## src/rtl/turn_sequencer.sv

```systemverilog
// turn_sequencer: runs one player-versus-PC game. It grants turns, times the
// player turn, commits accepted moves to the board and then waits on the
// external win/draw checker before handing the turn to the other side.
module turn_sequencer #(
  parameter int TICKS_PER_SEC = 50_000_000,
  parameter int TURN_SEC      = 15,
  parameter int MOVE_W        = 4
) (
  input  logic              clk,
  input  logic              rst,
  input  logic              start,
  input  logic              p_valid,
  input  logic [MOVE_W-1:0] p_move,
  input  logic              pc_valid,
  input  logic [MOVE_W-1:0] pc_move,
  input  logic              chk_done,
  input  logic              chk_win,
  input  logic              chk_draw,
  output logic              player_turn,
  output logic              pc_turn,
  output logic              timer_run,
  output logic [3:0]        sec_left,
  output logic              wr_en,
  output logic [MOVE_W-1:0] wr_addr,
  output logic              wr_who,
  output logic              chk_start,
  output logic              game_over,
  output logic [1:0]        winner,
  output logic              timeout
);

  localparam int TICK_W = (TICKS_PER_SEC > 1) ? $clog2(TICKS_PER_SEC) : 1;
  localparam logic [TICK_W-1:0] TICK_MAX  = TICK_W'(TICKS_PER_SEC - 1);
  localparam logic [TICK_W-1:0] TICK_ONE  = TICK_W'(1);
  localparam logic [3:0]        SEC_RELOAD = 4'(TURN_SEC);

  localparam logic [2:0] S_IDLE   = 3'd0;
  localparam logic [2:0] S_PLAYER = 3'd1;
  localparam logic [2:0] S_PC     = 3'd2;
  localparam logic [2:0] S_COMMIT = 3'd3;
  localparam logic [2:0] S_CHECK  = 3'd4;
  localparam logic [2:0] S_OVER   = 3'd5;

  logic [2:0]        state_q,     state_d;
  logic [TICK_W-1:0] tick_q,      tick_d;
  logic [3:0]        sec_q,       sec_d;
  logic [MOVE_W-1:0] addr_q,      addr_d;
  logic              who_q,       who_d;
  logic [1:0]        winner_q,    winner_d;
  logic              timeout_q,   timeout_d;
  logic              chk_start_q, chk_start_d;

  logic tick_wrap;

  assign tick_wrap = (tick_q == TICK_MAX);

  // Next-state, timer and move-latch logic for the game sequence
  always_comb begin
    state_d     = state_q;
    tick_d      = tick_q;
    sec_d       = sec_q;
    addr_d      = addr_q;
    who_d       = who_q;
    winner_d    = winner_q;
    timeout_d   = 1'b0;
    chk_start_d = 1'b0;

    case (state_q)
      S_IDLE, S_OVER: begin
        if (start) begin
          state_d  = S_PLAYER;
          sec_d    = SEC_RELOAD;
          tick_d   = '0;
          winner_d = 2'b00;
        end
      end

      S_PLAYER: begin
        // The timer keeps running on the cycle a move is accepted, so a move
        // on the final wrap still leaves sec_left at 0.
        if (tick_wrap) begin
          tick_d = '0;
          if (sec_q != 4'd0) begin
            sec_d = sec_q - 4'd1;
          end
        end else begin
          tick_d = tick_q + TICK_ONE;
        end

        // A move beats a simultaneous expiry: no timeout pulse in that case.
        if (p_valid) begin
          addr_d  = p_move;
          who_d   = 1'b0;
          state_d = S_COMMIT;
        end else if (tick_wrap && (sec_q == 4'd1)) begin
          timeout_d = 1'b1;
          state_d   = S_PC;
        end
      end

      S_PC: begin
        if (pc_valid) begin
          addr_d  = pc_move;
          who_d   = 1'b1;
          state_d = S_COMMIT;
        end
      end

      S_COMMIT: begin
        chk_start_d = 1'b1;
        state_d     = S_CHECK;
      end

      S_CHECK: begin
        if (chk_done) begin
          if (chk_win) begin
            winner_d = {who_q, ~who_q};
            state_d  = S_OVER;
          end else if (chk_draw) begin
            winner_d = 2'b11;
            state_d  = S_OVER;
          end else if (who_q) begin
            state_d = S_PLAYER;
            sec_d   = SEC_RELOAD;
            tick_d  = '0;
          end else begin
            state_d = S_PC;
          end
        end
      end

      default: begin
        state_d = S_IDLE;
      end
    endcase
  end

  // State and datapath registers with synchronous reset
  always_ff @(posedge clk) begin
    if (rst) begin
      state_q     <= S_IDLE;
      tick_q      <= '0;
      sec_q       <= 4'd0;
      addr_q      <= '0;
      who_q       <= 1'b0;
      winner_q    <= 2'b00;
      timeout_q   <= 1'b0;
      chk_start_q <= 1'b0;
    end else begin
      state_q     <= state_d;
      tick_q      <= tick_d;
      sec_q       <= sec_d;
      addr_q      <= addr_d;
      who_q       <= who_d;
      winner_q    <= winner_d;
      timeout_q   <= timeout_d;
      chk_start_q <= chk_start_d;
    end
  end

  // Outputs come straight from registered state and registers
  always_comb begin
    player_turn = (state_q == S_PLAYER);
    pc_turn     = (state_q == S_PC);
    timer_run   = (state_q == S_PLAYER);
    game_over   = (state_q == S_OVER);
    wr_en       = (state_q == S_COMMIT);
    chk_start   = chk_start_q;
    sec_left    = sec_q;
    wr_addr     = addr_q;
    wr_who      = who_q;
    winner      = winner_q;
    timeout     = timeout_q;
  end

endmodule

```

## config.mk

```make
export PLATFORM = sky130hd
export DESIGN_NAME = turn_sequencer
export DESIGN_NICKNAME = d
export VERILOG_FILES = /design/src/rtl/turn_sequencer.sv
export SDC_FILE = /design/constraint.sdc
export NUM_CORES = 1
export LEC_CHECK = 0
export CAP_MARGIN = 10
export CORE_MARGIN = 5
export CORE_UTILIZATION = 25
export CTS_BUF_LIST = sky130_fd_sc_hd__clkbuf_8
export DETAILED_ROUTE_END_ITERATION = 6
export SYNTH_ARGS = -nofsm -noshare
export SYNTH_HDL_FRONTEND = slang
export SYNTH_SLANG_ARGS = --single-unit
```

## constraint.sdc

```tcl
create_clock -name clk -period 4.1 [get_ports clk]
set_input_delay 0.82 -clock clk [delete_from_list [all_inputs] [get_ports clk]]
set_output_delay 0.82 -clock clk [all_outputs]
set_load 0.01 [all_outputs]
```

After elaboration in Yosys (flattened, before gate mapping)
Cells that the tools add are included.
{ "classes": {"mux": 37, "bitwise": 2, "n_addsub": 2, "reduce_logical": 13, "n_eq_ne": 18} }
{ "op_table": {"columns": ["cell", "count"], "rows": [
  ["two-way mux 26 bit", 6],
  ["case mux 26 bit (3 select lines)", 1],
  ["two-way mux 4 bit", 9],
  ["adder 26 x 1 -> 26 bit, second input constant", 1],
  ["equality test 26 bit, second input constant", 1],
  ["two-way mux 3 bit", 7],
  ["case mux 3 bit (5 select lines)", 1],
  ["inequality test 2 bit, second input constant", 7],
  ["case mux 4 bit (3 select lines)", 1],
  ["two-way mux 2 bit", 5],
  ["case mux 4 bit (2 select lines)", 1],
  ["AND reduction 4 bit", 2],
  ["AND reduction 8 bit", 1],
  ["equality test 3 x 2 -> 1 bit, second input constant", 2],
  ["equality test 3 bit, second input constant", 2],
  ["AND reduction 6 bit", 1],
  ["equality test 4 x 1 -> 1 bit, second input constant", 1],
  ["two-way mux 1 bit", 4],
  ["inequality test 2 x 1 -> 1 bit, second input constant", 2],
  ["case mux 2 bit (2 select lines)", 1],
  ["nonzero test 2 bit", 2],
  ["nonzero test 4 bit", 1],
  ["subtractor 4 x 1 -> 4 bit, second input constant", 1],
  ["equality test 3 x 1 -> 1 bit, second input constant", 1],
  ["other kinds (10)", 11]
]} }
{ "word_totals": {"inputBits": 16, "register_bits": 42, "out_inout_bits": 18, "wordCells": 80} }

Logic depth before layout (Yosys ltp)
Gate-level depths: netlist of run 1.
{ "depth": {"depth_word": 5, "depth_mapped": 9} }

Worst setup path after synthesis of run 1
Ideal clock, no wire load.
{ "synth_timing": {"kind": "input to register", "startpoint": "input port chk_win", "endpoint": "register tick_q[13]", "t_arrival_ps": 2039, "slack_ps": 1991, "cell_stages": 5, "path_buffers": 0, "cell_sequence": "nor3b_2 > nor2_1 > or4b_4 > or3_1 > a21oi_1"} }
{ "synth_via": {"elab_chain_cells": 2} }
{ "synth_lines": {"columns": ["item", "line", "rtl"], "rows": [
  ["start, declared", "17", "input logic chk_win,"],
  ["inequality test 2 bit (no line)", null, null],
  ["AND reduction 6 bit (no line)", null, null],
  ["end signal, assigned", "151", "tick_q <= tick_d;"],
  ["end, declared", "45", "logic [TICK_W-1:0] tick_q, tick_d;"]
]} }
Every way passes these cells.
A chain may end at the register's enable or synchronous reset.

Worst setup path after layout of run 1
{ "layout_timing": {"startpoint": "register state_q[2]", "endpoint": "output port player_turn"} }
{ "layout_via": {"elab_chain_cells": 1} }
{ "layout_lines": {"columns": ["item", "line", "rtl"], "rows": [
  ["start, declared", "44", "logic [2:0] state_q, state_d;"],
  ["start signal, assigned", "150", "state_q <= state_d;"],
  ["equality test 3 x 1 -> 1 bit", "163", "player_turn = (state_q == S_PLAYER);"],
  ["end, declared", "19", "output logic player_turn,"]
]} }
Every way passes these cells.

==> impl_results.md, run 1 <==
- Design area: 2800 sq um
- Initial Util: 25.7%
- Overall die height: 105 microns
- Half-perimeter wire length after detailed placement: 3.61 mm
- Initial antenna violation count: 0
- Maximum clock frequency: 350 MHz
- Worst hold path type: reg2reg
- Type of element launching the critical path: flop
- Number of failing hold endpoints at the final stage: 0
- Final cell utilization of the core: 32.1%
- Clock input transition at the sequential cells of the worst setup and hold paths: 0.08 ns
- Largest vdd supply drop: 0.242 mV
- Leakage Power: 0.898 nW
- Post-DRT Antenna Nets: 0
- Standard-cell rows: 34
- Sum of routed wire length over all layers: 5.05 mm
- Proportion of synthesized flip-flops having asynchronous set or reset: 0%
- Drc violations: 0
- Kind of critical path: reg2out
- Sequential share of the synthesized area: 37.6%
- Final critical path time including I/O delays and setup: 2.85 ns
- First-pass iteration count of the detailed router: 4
- Netlist area before placement: 2240 sq um
- Area growth syn-to-layout: 24.9%
- Largest net degree at the start of global routing: 27
- Port bufs: 33
- Total of warnings raised by yosys: 0
- Top-level port count: 34
- Antenna diodes: 0
- Num CTS Buffers: 5
- Final net count: 317
- Total global-route track usage: 9.43%
- Clk Tree Root Cell: sky130_fd_sc_hd__clkbuf_8
- Routed wirelength normalized by instance count: 12.4 microns
- Max-capacitance violation count: 0
- Outcome: completed
- Mean instance size in the synthesized netlist: 8.32 sq um
- Number of global-route vias before repair: 1977
- Slew at the pin closest to its max-slew limit: 0.809 ns
- Vias post-DR: 1966
- Final Max Tran Viols: 0
- Total negative setup slack: 0 ns
- Final-report setup violation count: 0
- CP Data Arrival Time: 2.03 ns
- Number of distinct library cells after synthesis: 44
- Sum of internal, switching and leakage power: 1.28 mW
- Post-place instance area: 2650 sq um
- Cts-stage hold buffer count: 0
- Setup repair after global routing missed its margin: no
- CTS H-tree depth: 2
- Data required time of the worst path: 3.28 ns
- TritonCTS clock tree: built
- Insertion delay of the later-clocked pin in the worst-skew pair: 0.29 ns
- Quantity of gates resized following cts: 0
- Max Root-Sink Buffers: 2
- Most used flip-flop cell after synthesis: sky130_fd_sc_hd__dfxtp_1
- Clock sink total: 42
- Slew margin rel.: 46.1%
- Synth Register Bits: 42
- Share of cells above drive strength 1: 7.72%
- Synth Instances: 269
- Net count of the mapped netlist: 289
- Commonest non-fill, non-tap cells in the layout: sky130_fd_sc_hd__dfxtp_1, sky130_fd_sc_hd__nor2_1, sky130_fd_sc_hd__clkdlybuf4s50_1, sky130_fd_sc_hd__xnor2_1, sky130_fd_sc_hd__a21oi_1
- Power per cell area: 458 nW/um^2
- Total Die Area: 10900 sq um
- Final cycle utilization of the critical path: 69.6%
- Most common library cell in the layout ignoring fill and taps: sky130_fd_sc_hd__dfxtp_1
- Floorplan Core Area: 8720 sq um
- Worst Path Max Fanout: 12
- Category of the worst setup path capture point: primary output
- Wire length of the first global-routing pass: 8.91 mm
- Total global routing overflow: 0
- Number of violations reported at the end of detailed-routing iteration 0: 137
- RD Place Congestion: 0.765
- Via density: 4.84
- Chip width: 105 microns
- Number of flops mapped to enable cells by yosys: 0
- Clock tree skew after final layout: 0.00721 ns
- Post-CTS repair timing setup buffer count: 0
## final cells by class
class | instances | area, sq um
clock buffer | 6 | 82.6
clock inverter | 2 | 60.1
fill | 915 | 5930
inverter | 7 | 26.3
multi-input combinational | 205 | 1300
sequential | 42 | 841
tap | 108 | 135
timing repair buffer | 36 | 353
## worst paths after layout
path | startpoint | end | slack [ns] | depth (start not counted)
setup / recovery | state_q[2] | player_turn | 1.25 | 3
hold / removal | wr_addr[2] | wr_addr[2] | 0.49 | 2
setup reg to reg | tick_q[0] | tick_q[23] | 1.73 | 6
hold reg to reg | wr_addr[2] | wr_addr[2] | 0.49 | 2
## synth_stat cells (all sizes together), types with 2 or more instances
library cell	count	area [sq um]
dfxtp	42	841
nor2	38	143
xnor2	20	175
a21oi	19	95.1
nand2	15	56.3
nor3	13	65.1
nor4	12	75.1
o21ai	12	60.1
buf	9	50.0
mux2i	8	80.1
nand3	8	40.0
nand4	7	43.8
and3	6	37.5
clkbuf	6	23.8
inv	6	22.5
and4	5	43.8
or3	5	31.3
ha	4	50.1
nand3b	4	33.8
nor3b	4	35.0
a31o	3	26.3
a21bo	2	20.0
and2	2	12.5
nand2b	2	12.5
nor2b	2	12.5
nor4b	2	17.5
o211ai	2	28.8
## power breakdown
| group | internal [mW] | leakage [nW] | switching (mW) |
|---|---|---|---|
| clock network | 0.260 | 0.0714 | 0.143 |
| logic | 0.171 | 0.485 | 0.210 |
| registers | 0.445 | 0.341 | 0.0503 |
## sequential cells by signal (all words and copies together) (netlist names)
signal,cells
tick_q,26
wr_addr,4
sec_left,4
timeout,1
state_q,3
wr_who,1
winner,2
chk_start,1
## kinds of logic after synthesis
group / share of synthesized area (%)
flops: 37.6
fa+ha+maj: 2.24
simple gates: 30.5
mux: 4.25
buf+inv: 4.47
xor+xnor: 8.22
compound gates: 12.7
## metal layers
metal  part of all wire (%)  vias to the layer above  GRT usage (%)
li1                       -                     1014              -
met3                    5.4                        2           2.65
met2                     46                       41           15.3
met4                   0.77                        0           2.74
met1                     48                      909           12.2
met5                      0                        -              0
## through the flow
step / instances / setup slack (ns) / hold WS, ns
final: 406 / 1.25 / 0.490
after global routing: 406 / 1.08 / 0.512
after CTS: 406 / 1.22 / 0.493
after detailed placement: 398 / 1.07 / 0.474
after global placement: 398 / 1.11 / 0.468
after floorplan: 269 / 1.99 / 0.463
## worst max-delay path, stage by stage, from the launching register on
cell                              delay, ns
sky130_fd_sc_hd__dfxtp_1               0.56
sky130_fd_sc_hd__nand3b_1              0.29
sky130_fd_sc_hd__clkinv_1              0.32
sky130_fd_sc_hd__clkdlybuf4s50_1       0.58
Note: power is estimated with default switching activity, not from simulation.
==> inputs of run 2 (changes only) <==
- clock period: 4.1 -> 2.4 ns (I/O delays scaled with it)
==> run 2 against run 1 <==
Against the previous run: total power rose by 67%; sequential power increased by 71%; first-iteration DRC count is 48% lower; core utilization up 0.65 points; critical path type unchanged; critical endpoint is now timer_run; largest cell class unchanged.
==> impl_results.md, run 2 (synthesis gave the netlist of run 1 again) <==
- Post-DRT Antenna Nets: 0
- Final Max Tran Viols: 0
- Final net count: 329
- Clk Tree Root Cell: sky130_fd_sc_hd__clkbuf_8
- Share of cells above drive strength 1: 11.3%
- Setup repair after global routing missed its margin: no
- Largest stage delay on the critical path: 0.61 ns
- Total Die Area: 10900 sq um
- Kind of critical path: reg2out
- Maximum clock frequency: 447 MHz
- Worst hold path type: reg2reg
- Max-capacitance violation count: 0
- Largest net degree at the start of global routing: 27
- Power per cell area: 748 nW/um^2
- Combined area of the multi-input logic cells: 1300 sq um
- Clock tree skew after final layout: 0.00994 ns
- Standard-cell rows: 34
- Outcome: completed
- Clock input transition at the sequential cells of the worst setup and hold paths: 0.08 ns
- Num CTS Buffers: 5
- Sum of internal, switching and leakage power: 2.13 mW
- TritonCTS clock tree: built
- Largest vdd supply drop: 0.502 mV
- Startpoint of the most critical setup path: state_q[0]
- Max Root-Sink Buffers: 2
- Quantity of gates resized following cts: 0
- Half-perimeter wire length after detailed placement: 3.91 mm
- Port bufs: 33
- Leakage Power: 0.944 nW
- Floorplan Core Area: 8720 sq um
- GR met3 Demand/Resource: 2.96%
- CP Data Arrival Time: 1.76 ns
- Startpoint of the worst register-to-register path: state_q[2]
- Total global-route track usage: 9.91%
- R2R cell count: 6
- Max reg flops: 26
- Met2 capacity usage during global routing: 15.2%
- R2R setup slack: 0.35 ns
- Cts-stage hold buffer count: 0
- Number of global-route vias before repair: 1922
- Routed wirelength normalized by instance count: 12.7 microns
- Number of failing hold endpoints at the final stage: 0
- Most common library cell in the layout ignoring fill and taps: sky130_fd_sc_hd__dfxtp_1
- Drc violations: 0
- Clock sink total: 42
- Design area: 2850 sq um
- Final-report setup violation count: 0
- Sum of routed wire length over all layers: 5.32 mm
- Total negative setup slack: 0 ns
- Library cell contributing the largest single delay on the critical path: sky130_fd_sc_hd__dfxtp_1
- CTS H-tree depth: 2
- Total global routing overflow: 0
- Number of filler instances in the final layout: 913
- Most heavily used metal layer in global routing: met2
- Vias post-DR: 2035
- Initial antenna violation count: 0
- Insertion delay of the later-clocked pin in the worst-skew pair: 0.30 ns
- Number of standard cells in the layout, taps in and fillers out: 418
- Area growth syn-to-layout: 27.4%
- Slew margin rel.: 52.7%
- Final cycle utilization of the critical path: 93.3%
- First-pass iteration count of the detailed router: 4
- Top-level port count: 34
- Critical path endpoint: timer_run
- Slew at the pin closest to its max-slew limit: 0.706 ns
- Data required time of the worst path: 1.92 ns
- CP cell instances: nand3b_1, clkinv_1, clkdlybuf4s50_1
- Category of the worst setup path capture point: primary output
- RD Place Congestion: 0.827
- Worst Path Max Fanout: 13
- Initial Util: 25.7%
- Wire length of the first global-routing pass: 9.17 mm
- Pre-CTS setup slack: 0.0245 ns
- Type of element launching the critical path: flop
- Post-place instance area: 2740 sq um
- Worst flop-to-flop path endpoint: tick_q[10]
- Met1 track utilization from global routing: 13.2%
- Via density: 4.87
- Placed cells: 410
- Antenna diodes: 0
- Final critical path time including I/O delays and setup: 2.24 ns
- Final WS setup: 0.161 ns
- Largest reg by FF count: tick_q
- Hold_sp: wr_addr[3]
- Overall die height: 105 microns
- Commonest non-fill, non-tap cells in the layout: sky130_fd_sc_hd__dfxtp_1, sky130_fd_sc_hd__nor2_1, sky130_fd_sc_hd__clkdlybuf4s50_1, sky130_fd_sc_hd__xnor2_1, sky130_fd_sc_hd__a21oi_1
- Post-CTS repair timing setup buffer count: 0
- Register cell area after layout: 841 sq um
- Chip width: 105 microns
- Number of violations reported at the end of detailed-routing iteration 0: 71
run 2: per-layer routing:
metal	wire length (microns)	up-vias
met2	2400	41
met5	0	-
li1	-	1040
met4	79	0
met1	2580	947
met3	259	7
run 2: through the flow:
step | hold slack, ns | utilization (%)
5_1_grt | 0.529 | 32.7
3_3_place_gp | 0.470 | 31.4
4_1_cts | 0.503 | 32.7
3_5_place_dp | 0.477 | 31.4
2_1_floorplan | 0.463 | -
6_report | 0.499 | 32.7
run 2: layout make-up:
type,instances,area share (%)
sequential,42,29.5
inverter,7,0.921
tap,108,4.74
clock buffer,5,2.41
timing repair buffer,48,15.5
clock inverter,3,1.40
multi-input combinational,205,45.5
run 2: power by group:
group | internal, mW | total, mW | switching [mW]
clock network | 0.307 | 0.567 | 0.260
registers | 0.760 | 0.847 | 0.0872
logic | 0.344 | 0.719 | 0.374
total | 1.41 | 2.13 | 0.722
run 2: worst min path at each step:
stage | end | cells past startpoint
floorplan | tick_q[13] | 2
global placement | wr_addr[3] | 2
detailed placement | wr_addr[3] | 2
CTS | wr_addr[3] | 2
global route | tick_q[1] | 2
finish | wr_addr[3] | 2
run 2: critical path, delay by kind of cell, from the launching register on:
kind          cells  cell delay (ns)
buf+inv           2             0.66
flops             1             0.61
simple gates      1             0.19
